File: src/rtl/ask_symbol_source.sv
// ask_symbol_source
//   4-ASK symbol source with zero-stuffing upsampler. One symbol is emitted
//   every SPS sample enables; the other SPS-1 samples are zero. Symbols come
//   from a 15-bit PRBS (x^15+x^14+1, two bits per symbol, Gray mapped), a
//   one-shot impulse, a constant +LVL_HI, or silence, selected by mode.
//
// Ports
//   sys_clk    in   1   clock, all state on rising edge
//   reset      in   1   asynchronous, active-low
//   sam_clk_en in   1   sample-rate enable (one sys_clk wide)
//   sym_clk_en in   1   symbol-rate enable, resyncs the phase counter
//   mode       in   2   00 PRBS, 01 impulse, 10 constant +LVL_HI, 11 silent
//   x_out      out  18  signed s1.17 upsampled sample
//   sym_out    out  2   current symbol bits {b1,b0}
//   sym_valid  out  1   one-sys_clk pulse per emitted symbol
//   align_err  out  1   sticky: sym_clk_en seen off the internal symbol phase
module ask_symbol_source #(
  parameter int unsigned        SPS     = 4,
  parameter logic signed [17:0] LVL_LO  = 18'sd32768,
  parameter logic signed [17:0] LVL_HI  = 18'sd98304,
  parameter logic signed [17:0] IMP_AMP = 18'sd131071,
  parameter logic [14:0]        SEED    = 15'h0001
) (
  input  logic               sys_clk,
  input  logic               reset,
  input  logic               sam_clk_en,
  input  logic               sym_clk_en,
  input  logic [1:0]         mode,
  output logic signed [17:0] x_out,
  output logic [1:0]         sym_out,
  output logic               sym_valid,
  output logic               align_err
);

  localparam int unsigned     PH_W    = (SPS > 1) ? $clog2(SPS) : 1;
  localparam logic [PH_W-1:0] PH_LAST = PH_W'(SPS - 1);

  typedef enum logic [1:0] {
    MODE_PRBS   = 2'b00,
    MODE_IMP    = 2'b01,
    MODE_CONST  = 2'b10,
    MODE_SILENT = 2'b11
  } mode_e;

  typedef enum logic [1:0] {
    IMP_IDLE = 2'b00,
    IMP_FIRE = 2'b01,
    IMP_DONE = 2'b10
  } imp_e;

  logic [PH_W-1:0]    r_ph;
  logic [14:0]        r_lfsr;
  imp_e               r_imp;

  logic [PH_W-1:0]    w_ph_next;
  logic               w_sym_phase;
  logic               w_misalign;
  mode_e              w_mode;
  logic [14:0]        w_lfsr_src;
  logic [14:0]        w_lfsr_adv;
  logic [1:0]         w_bits;
  logic signed [17:0] w_prbs_level;

  // Gray map: 00 -HI, 01 -LO, 11 +LO, 10 +HI
  function automatic logic signed [17:0] gray_level(input logic [1:0] bits);
    logic signed [17:0] lvl;
    case (bits)
      2'b00:   lvl = -LVL_HI;
      2'b01:   lvl = -LVL_LO;
      2'b11:   lvl = LVL_LO;
      default: lvl = LVL_HI;
    endcase
    return lvl;
  endfunction

  always_comb begin
    w_ph_next = (r_ph == PH_LAST) ? '0 : r_ph + 1'b1;
    // A coincident sym_clk_en forces this sample onto the symbol phase
    w_sym_phase = sam_clk_en & (sym_clk_en | (w_ph_next == '0));
    // Any sym_clk_en that does not land where ph would wrap anyway is an error
    w_misalign = sym_clk_en & (~sam_clk_en | (w_ph_next != '0));
    w_mode = mode_e'(mode);
  end

  // Two Fibonacci shifts folded into one step: the bits leaving the top
  // are s[14] then s[13]; the two feedback bits enter at the bottom.
  always_comb begin
    w_lfsr_src   = (r_lfsr == '0) ? SEED : r_lfsr;
    w_bits       = {w_lfsr_src[14], w_lfsr_src[13]};
    w_lfsr_adv   = {w_lfsr_src[12:0],
                    w_lfsr_src[14] ^ w_lfsr_src[13],
                    w_lfsr_src[13] ^ w_lfsr_src[12]};
    w_prbs_level = gray_level(w_bits);
  end

  always_ff @(posedge sys_clk or negedge reset) begin
    if (!reset) begin
      r_ph      <= PH_LAST;
      r_lfsr    <= SEED;
      r_imp     <= IMP_IDLE;
      x_out     <= '0;
      sym_out   <= '0;
      sym_valid <= 1'b0;
      align_err <= 1'b0;
    end else begin
      sym_valid <= 1'b0;
      if (w_misalign) begin
        align_err <= 1'b1;
      end
      if (sam_clk_en) begin
        r_ph  <= w_sym_phase ? '0 : w_ph_next;
        x_out <= '0;
        if (w_sym_phase) begin
          if (r_lfsr == '0) begin
            r_lfsr <= SEED;
          end
          case (w_mode)
            MODE_PRBS: begin
              r_lfsr    <= w_lfsr_adv;
              x_out     <= w_prbs_level;
              sym_out   <= w_bits;
              sym_valid <= 1'b1;
              r_imp     <= IMP_IDLE;
            end
            MODE_IMP: begin
              sym_out   <= 2'b10;
              sym_valid <= 1'b1;
              case (r_imp)
                IMP_IDLE: begin
                  x_out <= IMP_AMP;
                  r_imp <= IMP_FIRE;
                end
                default: r_imp <= IMP_DONE;
              endcase
            end
            MODE_CONST: begin
              x_out     <= LVL_HI;
              sym_out   <= 2'b10;
              sym_valid <= 1'b1;
              r_imp     <= IMP_IDLE;
            end
            MODE_SILENT: begin
              r_imp <= IMP_IDLE;
            end
          endcase
        end
      end
    end
  end

endmodule

File: config.mk
export PLATFORM = sky130hd
export DESIGN_NAME = ask_symbol_source
export DESIGN_NICKNAME = d
export VERILOG_FILES = /design/src/rtl/ask_symbol_source.sv
export SDC_FILE = /design/constraint.sdc
export NUM_CORES = 1
export LEC_CHECK = 0
export ABC_AREA = 1
export CAP_MARGIN = 15
export CORE_UTILIZATION = 49
export DETAILED_ROUTE_END_ITERATION = 10
export PLACE_DENSITY = 0.87
export SYNTH_ARGS = -nofsm -noshare
export SYNTH_HDL_FRONTEND = slang
export SYNTH_SLANG_ARGS = --single-unit
File: constraint.sdc
create_clock -name sys_clk -period 2.05 [get_ports sys_clk]
set_input_delay 0.41 -clock sys_clk [delete_from_list [all_inputs] [get_ports sys_clk]]
set_output_delay 0.41 -clock sys_clk [all_outputs]
set_load 0.005 [all_outputs]
---- Word level (Yosys, flattened, before mapping) ----
Cells that the tools add are included.
storage, ports and cells
  register bits after elaboration ......... 41
operators by class
  bitwise operators ....................... 7
  multiplexer cells ....................... 14
  $add $sub $neg .......................... 1
  reductions and logical operators ........ 12
  eq/ne operators ......................... 6
operators with widths
  kind                                                             count
  18-bit one-hot mux with 3 select lines                           2
  15-bit 2-to-1 mux                                                2
  18-bit 2-to-1 mux                                                1
  17-bit 2-to-1 mux                                                1
  15-bit logical NOT                                               1
  2-bit == test, second input constant                             4
  2-bit logical NOT                                                4
  2-bit one-hot mux with 2 select lines                            2
  2-bit 2-to-1 mux                                                 3
  3-bit OR reduction                                               2
  2-bit by 1-bit == test with 1-bit output, second input constant  2
  2-bit nonzero test                                               2
  1-bit 2-to-1 mux                                                 3
  3-bit AND reduction                                              1
  2-bit by 1-bit adder with 2-bit output, second input constant    1
  1-bit AND                                                        2
  1-bit OR                                                         2
  2-bit AND reduction                                              1
  2-bit OR reduction                                               1
  1-bit bitwise XOR                                                2
  1-bit NOT                                                        1

---- Depth between registers and ports, before layout ----
  word-level depth ........................ 7
  gate-level depth with buffers ........... 9
  mapped depth without buffers ............ 9

---- Least setup slack after synthesis ----
OpenSTA, ideal clock, no wires.
  path kind ............................... register to register
  start ................................... register r_ph[0]
  end ..................................... register r_lfsr[13]
  required time ........................... 1.931 ns
  buffers on the path ..................... 1
  clock period less this slack ............ 1.408 ns
  arrival ................................. 1.289 ns
  path slack .............................. 0.642 ns
  setup time .............................. 0.119 ns
  stages on the path, launching flop included .. 8
  path through ............................ dfstp_2 > ha_1 > nand2_4 > nand2_8 > inv_8 > o21ai_4 > buf_12 > o21ai_2
on the way
  cells in the longest elaborated chain, start to end .. 6
  elaborated cells on any way between the ends .. 7
  those cells by class .................... 1 x add/sub; 1 x eq/ne; 1 x mux; 2 x bitwise; 2 x reduce/logical
RTL lines
  what                                                                     line  RTL
  start: declaration                                                       51    logic [PH_W-1:0] r_ph;
  start signal: assignment                                                 111   r_ph <= w_sym_phase ? '0 : w_ph_next;
  2-bit by 1-bit adder with 2-bit output or 2-bit == test (tied branches)  77    w_ph_next = (r_ph == PH_LAST) ? '0 : r_ph + 1'b1;
  2-bit 2-to-1 mux (*)                                                     77
  2-bit logical NOT (*)                                                    79    w_sym_phase = sam_clk_en & (sym_clk_en | (w_ph_next == '0));
  1-bit OR (*)                                                             79
  1-bit AND (*)                                                            79
  2-bit AND reduction (no source line) (*)                                 -
  end signal: assignment                                                   119   r_lfsr <= w_lfsr_adv;
  end: declaration                                                         52    logic [14:0] r_lfsr;
Mark *: on every way between the ends. The rest lies on a longest branch, timed or not.
A chain may end at the register's enable or synchronous reset.

==> out/metrics.yaml <==
power:
  p_leak_nw: 0.7943
  peakVddDrop_uv: 418.7
  p_seq_share_pct: 49.9
  p_comb_share_pct: 37.6
  powerDensity_mw_per_mm2: 1071
  pwr-share-clk_pct: 12.5
  swShare_pct: 36.51
  p_int_w: 0.001151
  netSwitchingPower_w: 0.0006617
final_layout:
  fill_cells: 228
  stdcell_count: 208
  layout.nets: 190
  drive_gt1_share_pct: 16.95
  diodes: 0
  area_growth_pct: 14.19
placed_design:
  gp_congestion: 0.8283
  port_buffers: 27
  dp_cells: 204
  preCtsSetupSlack_ps: 148.1
  dp_hpwl_mm: 1.941
detailed_routing:
  route.vias.total: 1049
  first_pass_iters: 7
  wirelength_mm: 2.502
  via_per_inst: 5.043
  wl_per_cell_um: 12.03
  ant_nets: 0
  first_iter_violations: 50
  drc: 18
floorplanning:
  rows: 19
  initial_core_util_pct: 52.81
  die_h_um: 56.99
  num_io_pins: 28
  dieWidth_um: 56.99
  dieArea_mm2: 0.003247
  core_area_mm2: 0.002805
critical_path:
  cp.buffers_inverters: 1
  worst-setup-path-type: "reg -> out"
  crit_required_ps: 1640
  crit_arrival_ps: 1500
  cp_slowest_stage_delay_ps: 590
  endpoint_kind: "output pin"
  critPathLaunchType: "register"
  crit_family: "flip-flops"
  r2r_slack_ps: 410
  crit_chain: "clkdlybuf4s50_1"
  crit_slowest_cell: "dfrtp_1"
  cp_max_fo: 16
flow_run:
  maxCapViolations: 0
cts:
  cts_hold_buffers: 0
  cts_sinks: 27
  clk_latency_ps: 330
  cts-root-buf: "clkbuf_4"
  post_cts_buffers: 0
  cts_buffers: 3
  cts_tree: "built"
  cts_max_path_buffers: 2
  cts_resized: 0
  clk_pin_slew_worst_paths_ps: 140
  htree_levels: 1
synth:
  syn-mean-instance-area_um2: 9.259
  synth-adder-area-share_pct: 5.068
  synth_top_cell_by_area: "dfrtp_1"
  muxShareOfSynthArea_pct: 0.7601
  synth_nets: 172
  synth_most_common_cell: "nand2_1"
  synth_edf_count: 0
  synth-seq-area-share_pct: 45.86
  synthFlopType: "dfrtp_1"
  ys_warn_count: 0
  syn-cell-area_mm2: 0.001481
  synth.distinct_cells: 25
  synth_xor_area_share_pct: 0
  ys_ff_latch: 27
  synthTopCellsByCount: "32 x nand2_1, 24 x dfrtp_1, 24 x inv_1, 14 x buf_4, 13 x o21ai_0"
  synth_compound_area_share_pct: 13.77
  yosysTopAreaCellShare_pct: 40.54
  syn_inst: 160
  synthSimpleGateAreaFrac_pct: 17.23
  synth_top_cells_by_area: "dfrtp_1 41%, nand2_1 8.1%, buf_4 7.1%"
  async_reset_ff_share_pct: 100.0
  synth_top_family_by_area: "buffers and inverters"
timing:
  max_freq_mhz: 523.3
  setup-tns-final_ps: 0
  slew_violations: 0
  rsz0062_at_grt: "false"
  finalSetupViolCount: 0
  period_share_pct: 93.22
  period_needed_ps: 1911
  max_slew_margin_pct: 74.95
  hold_viol: 0
  finalWorstSetupSlack_ps: 138.9
  finClkSkew_ps: 10.32
  tightest_slew_ps: 375.7
global_route:
  grt_usage_pct: 17.99
  grt_pass1_wl_mm: 4.478
  grt_pass1_vias: 997
  grt_max_degree: 28
  grt-ovfl-total: 0
  antenna_found_initial: 0
run_status:
  violations: "DRC"
  status: "finished with violations"
min_path:
  hold_path_class: "in -> async"
[metrics by stage]
step / hold WS (ps) / utilization, % / total power, W / area, um2
2_1_floorplan: 114.4 / - / 0.001380 / 1481
3_3_place_gp: 455.2 / 59.37 / 0.001558 / 1665
3_5_place_dp: 451.8 / 59.37 / 0.001601 / 1665
4_1_cts: 447.6 / 60.30 / 0.001830 / 1692
5_1_grt: 460.8 / 60.30 / 0.001960 / 1692
6_report: 430.6 / 60.30 / 0.001812 / 1692
[power groups by stage]
stage / Combinational (W) / Clock, W / Sequential, W
after global placement: 0.000661 / 0 / 0.000897
final: 0.000682 / 0.000226 / 0.000904
after global routing: 0.000768 / 0.000257 / 0.000935
after detailed placement: 0.000688 / 0 / 0.000913
after CTS: 0.000689 / 0.000235 / 0.000906
after floorplan: 0.000508 / 0 / 0.000872
[cell type report]
type	count	area, um2	share of cell area (%)
well taps	31	38.79	2.293
clock buffers	4	26.28	1.553
flip-flops and latches	27	679.4	40.16
repair buffers	30	292.8	17.31
inverters	27	108.9	6.435
multi-input cells	89	545.5	32.25
[registers in the layout, indices dropped and copies added (netlist names)]
name and cells:
r_imp 2, sym_valid 1, sym_out 2, r_lfsr 15
x_out 4, r_ph 2, align_err 1
[cells in the final DEF, fill, tap and decap left out, drive strengths merged]
cell type	instances
o22ai	2
mux2	1
nor2	14
clkbuf	4
dfrtp	24
dfstp	3
nor3	1
a21o	1
o21ai	25
nand2	36
ha	6
a21oi	2
clkdlybuf4s50	27
inv	27
buf	3
nand3	1
[cells by family (layout without fill, tap and decap cells)]
family | Yosys count | count (layout)
and+or+nand+nor | 52 | 52
buffers and inverters | 44 | 61
AOI/OAI and AO/OA | 30 | 30
DFF | 27 | 27
adders and majority gates | 6 | 6
muxes | 1 | 1
[final timing paths]
kind                                start          to  cells past startpoint
worst max register to register    r_ph[0]  r_lfsr[11]                      7
worst min-delay path                reset   align_err                      2
worst min register to register  align_err   align_err                      1
min in group sys_clk            align_err   align_err                      1
max in group asynchronous           reset   r_lfsr[0]                      2
worst max-delay path            x_out[14]   x_out[12]                      1
[per-layer routing]
metal  share of wire, %  routed length [um]  vias to the layer above  track usage (%)
met5                  0                   0                        -                0
met4                2.2                  55                        0            9.059
met3                6.4                 161                        5            2.948
met2                 51                1268                       45            30.25
met1                 41                1016                      482            22.56
li1                   -                   -                      517                -
Note: power is estimated with default switching activity, not from simulation.
